## config.mk

```make
export PLATFORM = sky130hd
export DESIGN_NAME = pwr_seq_fsm
export DESIGN_NICKNAME = d
export VERILOG_FILES = /design/src/rtl/pwr_seq_pkg.sv /design/src/rtl/pwr_seq_sync.sv /design/src/rtl/pwr_seq_fsm.sv
export SDC_FILE = /design/constraint.sdc
export NUM_CORES = 1
export LEC_CHECK = 0
export BUFFER_PORTS_ARGS = -buffer_cell sky130_fd_sc_hd__clkbuf_2
export CORE_UTILIZATION = 45
export DETAILED_ROUTE_END_ITERATION = 8
export GPL_TIMING_DRIVEN = 0
export PLACE_DENSITY = 0.74
export SYNTH_ARGS = -nofsm -noshare
export SYNTH_HDL_FRONTEND = slang
export SYNTH_SLANG_ARGS = --single-unit
export TNS_END_PERCENT = 20
```

## constraint.sdc

```tcl
create_clock -name sys_clk -period 2.71 [get_ports sys_clk]
set_input_delay 0.542 -clock sys_clk [delete_from_list [all_inputs] [get_ports sys_clk]]
set_output_delay 0.542 -clock sys_clk [all_outputs]
set_load 0.01 [all_outputs]
```

## src/rtl/pwr_seq_pkg.sv

```systemverilog
// Shared types and constants for the BMU power sequencer.
// State encoding is also exported on seq_state for debug LEDs.
package pwr_seq_pkg;

    typedef enum logic [3:0] {
        ST_IDLE   = 4'd0,
        ST_W_VC   = 4'd1,
        ST_D_VC   = 4'd2,
        ST_W_18   = 4'd3,
        ST_D_18   = 4'd4,
        ST_W_33   = 4'd5,
        ST_D_33   = 4'd6,
        ST_W_11   = 4'd7,
        ST_D_11   = 4'd8,
        ST_ON     = 4'd9,
        ST_PD_RST = 4'd10,
        ST_PD_11  = 4'd11,
        ST_PD_33  = 4'd12,
        ST_FAULT  = 4'd13
    } state_t;

    localparam logic [2:0] FC_NONE  = 3'd0;
    localparam logic [2:0] FC_VCORE = 3'd1;
    localparam logic [2:0] FC_P1V8  = 3'd2;
    localparam logic [2:0] FC_P3V3  = 3'd3;
    localparam logic [2:0] FC_P1V1  = 3'd4;

    localparam int DEF_DLY_UP_MS  = 6;
    localparam int DEF_DLY_RST_MS = 10;
    localparam int DEF_PG_TMO_MS  = 50;
    localparam int DEF_DLY_DN_MS  = 2;
    localparam int DEF_CNT_W      = 8;

    typedef struct packed {
        logic p1v8_en;
        logic p3v3_en;
        logic p1v1_en;
        logic rst_n;
    } outs_t;

    function automatic outs_t state_outs(input state_t s);
        outs_t o;
        o = '0;
        unique case (s)
            ST_W_18, ST_D_18, ST_PD_33:
                o = 4'b1000;
            ST_W_33, ST_D_33, ST_PD_11:
                o = 4'b1100;
            ST_W_11, ST_D_11, ST_PD_RST:
                o = 4'b1110;
            ST_ON:
                o = 4'b1111;
            default:
                o = '0;
        endcase
        return o;
    endfunction

    // Bit 0 = VCORE ... bit 3 = P1V1; lowest lost rail wins.
    function automatic logic [2:0] lost_code(
        input logic [3:0] lost
    );
        if (lost[0])      return FC_VCORE;
        else if (lost[1]) return FC_P1V8;
        else if (lost[2]) return FC_P3V3;
        else if (lost[3]) return FC_P1V1;
        else              return FC_NONE;
    endfunction

endpackage

```

## src/rtl/pwr_seq_sync.sv

```systemverilog
// Parameterised-width two-flop synchroniser, clears to 0.
module pwr_seq_sync #(
    parameter int W = 1
) (
    input  logic         i_clk,
    input  logic         i_rst_n,
    input  logic [W-1:0] i_d,
    output logic [W-1:0] o_q
);

    logic [W-1:0] r_s1;
    logic [W-1:0] r_s2;

    always_ff @(posedge i_clk or negedge i_rst_n) begin
        if (!i_rst_n) begin
            r_s1 <= '0;
            r_s2 <= '0;
        end else begin
            r_s1 <= i_d;
            r_s2 <= r_s1;
        end
    end

    assign o_q = r_s2;

endmodule

```

## src/rtl/pwr_seq_fsm.sv

```systemverilog
// Single-FSM power sequencer: ordered rail enables, reset release,
// PWRGD timeout / brown-out fault latching and ordered power-down.
module pwr_seq_fsm
    import pwr_seq_pkg::*;
#(
    parameter int DLY_UP_MS  = DEF_DLY_UP_MS,
    parameter int DLY_RST_MS = DEF_DLY_RST_MS,
    parameter int PG_TMO_MS  = DEF_PG_TMO_MS,
    parameter int DLY_DN_MS  = DEF_DLY_DN_MS,
    parameter int CNT_W      = DEF_CNT_W
) (
    input  logic       sys_clk,
    input  logic       sys_rst_n,
    input  logic       ms_pulse,
    input  logic       pwr_req,
    input  logic       vcore_pwrgd,
    input  logic       p1v8_pwrgd,
    input  logic       p3v3_pwrgd,
    input  logic       p1v1_pwrgd,
    output logic       p1v8_en,
    output logic       p3v3_en,
    output logic       p1v1_en,
    output logic       pcie_rst_n,
    output logic       phy_rst_n,
    output logic       fault,
    output logic [2:0] fault_code,
    output logic       fault_tmo,
    output logic [3:0] seq_state
);

    state_t           r_state;
    state_t           w_nxt;
    state_t           w_adv;
    state_t           w_pd;
    logic [CNT_W-1:0] r_cnt;
    logic [4:0]       w_sync;
    logic             w_req;
    logic [3:0]       w_pg;
    logic [3:0]       w_pwr;
    logic [3:0]       w_lost;
    logic             w_wait;
    logic             w_wpg;
    logic             w_in_pd;
    logic [2:0]       w_wcode;
    logic [2:0]       w_fc;
    logic             w_ftmo;
    logic [2:0]       r_fc;
    logic             r_ftmo;
    logic             w_dly_up;
    logic             w_dly_rst;
    logic             w_dly_dn;
    logic             w_tmo_hit;
    outs_t            w_so;
    logic             r_p1v8_en;
    logic             r_p3v3_en;
    logic             r_p1v1_en;
    logic             r_rst_n;
    logic             r_fault;
    logic [2:0]       r_fcode_o;
    logic             r_ftmo_o;

    pwr_seq_sync #(.W(5)) u_sync (
        .i_clk   (sys_clk),
        .i_rst_n (sys_rst_n),
        .i_d     ({pwr_req, p1v1_pwrgd, p3v3_pwrgd,
                   p1v8_pwrgd, vcore_pwrgd}),
        .o_q     (w_sync)
    );

    assign w_req = w_sync[4];
    assign w_pg  = w_sync[3:0];

    assign w_dly_up  = (r_cnt == CNT_W'(DLY_UP_MS));
    assign w_dly_rst = (r_cnt == CNT_W'(DLY_RST_MS));
    assign w_dly_dn  = (r_cnt == CNT_W'(DLY_DN_MS));
    assign w_tmo_hit = (r_cnt == CNT_W'(PG_TMO_MS));

    // Per-state context: powered rails, awaited PG, advance and
    // power-down entry targets (power-down skips steps already off).
    always_comb begin
        w_pwr   = 4'b0000;
        w_wait  = 1'b0;
        w_wpg   = 1'b0;
        w_wcode = FC_NONE;
        w_in_pd = 1'b0;
        w_adv   = r_state;
        w_pd    = ST_IDLE;
        unique case (r_state)
            ST_W_VC: begin
                w_wait  = 1'b1;
                w_wpg   = w_pg[0];
                w_wcode = FC_VCORE;
                if (w_pg[0]) w_adv = ST_D_VC;
            end
            ST_D_VC: begin
                w_pwr = 4'b0001;
                if (w_dly_up) w_adv = ST_W_18;
            end
            ST_W_18: begin
                w_wait  = 1'b1;
                w_wpg   = w_pg[1];
                w_wcode = FC_P1V8;
                if (w_pg[1]) w_adv = ST_D_18;
            end
            ST_D_18: begin
                w_pwr = 4'b0011;
                if (w_dly_up) w_adv = ST_W_33;
            end
            ST_W_33: begin
                w_wait  = 1'b1;
                w_wpg   = w_pg[2];
                w_wcode = FC_P3V3;
                w_pd    = ST_PD_33;
                if (w_pg[2]) w_adv = ST_D_33;
            end
            ST_D_33: begin
                w_pwr = 4'b0111;
                w_pd  = ST_PD_33;
                if (w_dly_up) w_adv = ST_W_11;
            end
            ST_W_11: begin
                w_wait  = 1'b1;
                w_wpg   = w_pg[3];
                w_wcode = FC_P1V1;
                w_pd    = ST_PD_11;
                if (w_pg[3]) w_adv = ST_D_11;
            end
            ST_D_11: begin
                w_pwr = 4'b1111;
                w_pd  = ST_PD_11;
                if (w_dly_rst) w_adv = ST_ON;
            end
            ST_ON: begin
                w_pwr = 4'b1111;
                w_pd  = ST_PD_RST;
            end
            ST_PD_RST: begin
                w_in_pd = 1'b1;
                if (w_dly_dn) w_adv = ST_PD_11;
            end
            ST_PD_11: begin
                w_in_pd = 1'b1;
                if (w_dly_dn) w_adv = ST_PD_33;
            end
            ST_PD_33: begin
                w_in_pd = 1'b1;
                if (w_dly_dn) w_adv = ST_IDLE;
            end
            default: begin
                w_adv = r_state;
            end
        endcase
    end

    // Priority: fault, then req=0, then delay expiry / PG advance.
    always_comb begin
        w_nxt  = r_state;
        w_fc   = FC_NONE;
        w_ftmo = 1'b0;
        w_lost = w_pwr & ~w_pg;
        if (r_state == ST_IDLE) begin
            if (w_req) w_nxt = ST_W_VC;
        end else if (r_state == ST_FAULT) begin
            if (!w_req) w_nxt = ST_IDLE;
        end else if (w_lost != 4'b0000) begin
            w_nxt = ST_FAULT;
            w_fc  = lost_code(w_lost);
        end else if (w_wait && !w_wpg && w_tmo_hit) begin
            w_nxt  = ST_FAULT;
            w_fc   = w_wcode;
            w_ftmo = 1'b1;
        end else if (!w_req && !w_in_pd) begin
            w_nxt = w_pd;
        end else begin
            w_nxt = w_adv;
        end
    end

    always_ff @(posedge sys_clk or negedge sys_rst_n) begin
        if (!sys_rst_n) begin
            r_state <= ST_IDLE;
            r_cnt   <= '0;
            r_fc    <= FC_NONE;
            r_ftmo  <= 1'b0;
        end else begin
            r_state <= w_nxt;
            if (w_nxt != r_state)
                r_cnt <= '0;
            else if (ms_pulse && (r_cnt != '1))
                r_cnt <= r_cnt + CNT_W'(1);
            if (w_nxt == ST_FAULT && r_state != ST_FAULT) begin
                r_fc   <= w_fc;
                r_ftmo <= w_ftmo;
            end else if (w_nxt != ST_FAULT) begin
                r_fc   <= FC_NONE;
                r_ftmo <= 1'b0;
            end
        end
    end

    assign w_so = state_outs(r_state);

    always_ff @(posedge sys_clk or negedge sys_rst_n) begin
        if (!sys_rst_n) begin
            r_p1v8_en <= 1'b0;
            r_p3v3_en <= 1'b0;
            r_p1v1_en <= 1'b0;
            r_rst_n   <= 1'b0;
            r_fault   <= 1'b0;
            r_fcode_o <= FC_NONE;
            r_ftmo_o  <= 1'b0;
        end else begin
            r_p1v8_en <= w_so.p1v8_en;
            r_p3v3_en <= w_so.p3v3_en;
            r_p1v1_en <= w_so.p1v1_en;
            r_rst_n   <= w_so.rst_n;
            r_fault   <= (r_state == ST_FAULT);
            r_fcode_o <= r_fc;
            r_ftmo_o  <= r_ftmo;
        end
    end

    assign p1v8_en    = r_p1v8_en;
    assign p3v3_en    = r_p3v3_en;
    assign p1v1_en    = r_p1v1_en;
    assign pcie_rst_n = r_rst_n;
    assign phy_rst_n  = r_rst_n;
    assign fault      = r_fault;
    assign fault_code = r_fcode_o;
    assign fault_tmo  = r_ftmo_o;
    assign seq_state  = r_state;

endmodule

```

==> impl_metrics.toml <==
[worst_setup_path]
r2r-start = "seq_state[3]"
crit_path_start_kind = "flip-flop"
rrSetupSlack_ns = -0.05
critPathMaxFanout = 10
reg2regPathDepth = 8
required_ns = 2.87
endpoint_kind = "flip-flop"
crit_type = "reg -> reg"
reg2reg_to = "r_cnt[3]"
critical_path_arrival_ns = 2.92

[timing]
max_freq_ghz = 0.363
worst_pin_slew_ns = 0.830
finalSetupTns_ns = -0.125
rsz0062_at_grt = "yes"
setup_viol = 8
hold_viol_final = 0
skew_ns = 0.00737
post-route-period-util_pct = 102
post-route-min-period_ns = 2.76
timing.final.ws_setup_ns = -0.0455
max_slew_margin_pct = 44.7
drv_slew = 0

[place]
hpwl_mm = 3.05
port_buffers = 21
place_area_sq_um = 2140
gp_congestion = 0.922

[min_path]
hp-class = "in -> async"

[power]
leakagePower_nw = 1.01
ir_worst_vdd_mv = 0.526
p_per_area_nw_per_um2 = 1100

[cells_and_area]
area_growth_pct = 23.5
nFillCells = 341
fin_area_sq_um = 2430
nNetsFinal = 246
multiInputGateArea_sq_um = 1150
n_antenna_cell = 0
seq_area_sq_um = 877
layout-drive-gt1-share_pct = 31.6

[global_route]
grt.overflow.total = 0
antenna_found_initial = 0
grt_pass1_wl_mm = 7.74
first_global_vias = 1598
grt_usage_pct = 23.2
grt_max_degree = 36

[floorplanning]
die_h_um = 68.2
die_x_um = 68.2
io_pins = 22
start_util_pct = 47.9
core_area_sq_um = 4120
die_area_sq_um = 4650
fp-row-count = 23

[logic_synthesis]
synth_edf_count = 0
synth_area_sq_um = 1970
synthesis.nets = 210
ys_seq_area_share_pct = 44.4
synth_cells = 200
synth_cell_types = 54
async_reset_ff_share_pct = 100
synth_warnings = 0
syn_area_per_cell_sq_um = 9.86
synth-main-ff-cell = "dfrtp_1"
synth-seq-cells = 35

[clock_tree]
htree_levels = 2
clock_sinks = 35
clk_pin_slew_ns = 0.08
cts_buffers = 5
cts_hold_buf = 0
clk_latency_ns = 0.29
cts_max_path_buffers = 2
clockRootBuffer = "clkbuf_8"
cts_tree = "yes"

[drt]
ant_nets = 0
remaining_drc_errors = 0
totalWireLength_mm = 4.80
wl_per_cell_um = 16.7
drtIter0Drc = 107
vias = 1705
drt-pass1-iter-count = 6
viasPerCell = 5.94

[outcome]
status = "finished, violations left"
violations = "negative setup slack"

[run]
max_cap_violations = 0
[logic make-up (layout without fill, tap and decap cells)]
logic type      after synthesis  after routing  share of synthesized area, %
compound gates               52             52                          19.2
xor+xnor                     11             11                          5.84
fa+ha+maj                     2              2                          1.27
buf+inv                      16             53                          4.31
flops                        35             35                          44.4
mux                           3              3                          2.16
simple gates                 81             81                          22.8
[where the power goes]
| part | leakage, nW | internal (mW) | switching [mW] |
|---|---|---|---|
| Sequential | 0.437 | 0.636 | 0.0669 |
| Clock | 0.0402 | 0.179 | 0.204 |
| Combinational | 0.530 | 0.630 | 0.971 |
| Total | 1.01 | 1.44 | 1.24 |
[placed cells by master (no fill, tap or decap), types with 4 or more instances in the layout]
cell type | netlist | routed
a21oi_1 | 12 | 12
nor4_2 | 0 | 5
clkbuf_2 | 0 | 25
nand4_1 | 4 | 4
nand2_1 | 16 | 16
xor2_1 | 6 | 6
nand2b_1 | 6 | 6
clkbuf_8 | 0 | 5
and2_1 | 5 | 5
o21ai_0 | 8 | 7
dfrtp_1 | 35 | 34
or3_1 | 5 | 4
buf_4 | 2 | 10
nand3_1 | 5 | 5
nor2_1 | 15 | 15
[cell type report]
cell class                      instances  share of cell area (%)
Tap cell                               50                    2.57
Clock inverter                          3                   0.822
Timing Repair Buffer                   29                    6.78
Sequential cell                        35                    36.0
Clock buffer                            5                    2.83
Inverter                                3                   0.617
Buffer                                 13                    3.29
Multi-Input combinational cell        149                    47.1
[layer usage]
metal	wire (um)	track usage [%]	vias up	part of all wire, %
li1	-	-	810	-
met1	2140	31.1	800	45
met2	2230	35.0	81	46
met3	312	4.33	14	6.5
met4	118	13.0	0	2.5
met5	0	0	-	0
[worst max-delay path by stage]
stage,startpoint,end,slack [ns],depth (start not counted)
final,seq_state[3],r_cnt[3],-0.05,8
after global routing,r_cnt[0],r_cnt[6],-0.14,10
after detailed placement,r_cnt[0],r_cnt[5],-0.38,9
after CTS,r_cnt[0],r_cnt[3],-0.003,9
after floorplan,seq_state[3],r_cnt[0],0.16,8
after global placement,r_cnt[0],r_cnt[1],-0.32,9
[what timing repair did]
item / in CTS / in global routing
pin swaps: 5 / 9
gates resized for setup: 8 / 28
setup endpoints to repair: 8 / 10
setup buffers: 4 / 4
[synth_stat cells, types with 2 or more instances]
cell type,instances,area share (%)
a2111oi_0,3,1.3
a211oi_1,2,0.76
a21oi_1,12,3.0
a221o_1,2,1.0
a22o_1,3,1.3
a31oi_1,3,0.95
and2_1,5,1.6
buf_2,2,0.51
buf_4,2,0.76
buf_6,2,1.1
clkbuf_1,6,1.1
dfrtp_1,35,44
ha_1,2,1.3
inv_1,3,0.57
mux2i_1,2,1.0
nand2_1,16,3.0
nand2b_1,6,1.9
nand3_1,5,1.3
nand4_1,4,1.3
nor2_1,15,2.9
nor2b_1,3,0.95
nor3_1,4,1.0
nor4_1,9,2.9
o21ai_0,8,2.0
o21bai_1,2,0.76
o31ai_1,3,1.1
or2_2,2,0.63
or3_1,5,1.6
xnor2_1,4,1.8
xor2_1,6,2.7
[registers in the layout (all words and copies together) (netlist names), 3 cells and up]
register and count:
r_cnt 8, fault_code 3, seq_state 4, r_fc 3
u_sync.r_s1 5, u_sync.o_q 5
[worst max-delay path, stage by stage, from the launching register on]
cell     delay [ns]
dfrtp_1        0.39
buf_6          0.15
nor2b_4        0.14
a22o_1         0.24
a221o_1        0.42
or4_4          0.54
a22o_4         0.26
xor2_4         0.38
nor4_2         0.10
[through the flow]
step	util (%)	worst slack, ns	hold slack, ns	total power, mW	cells
after global placement	52.0	-0.321	0.331	1.98	271
after floorplan	-	0.159	0.246	1.65	200
after detailed placement	52.0	-0.376	0.336	1.99	271
final	59.2	-0.0455	0.336	2.69	287
after global routing	59.2	-0.138	0.344	2.85	287
after CTS	56.0	-0.00252	0.345	2.47	283
Note: power is estimated with default switching activity, not from simulation.
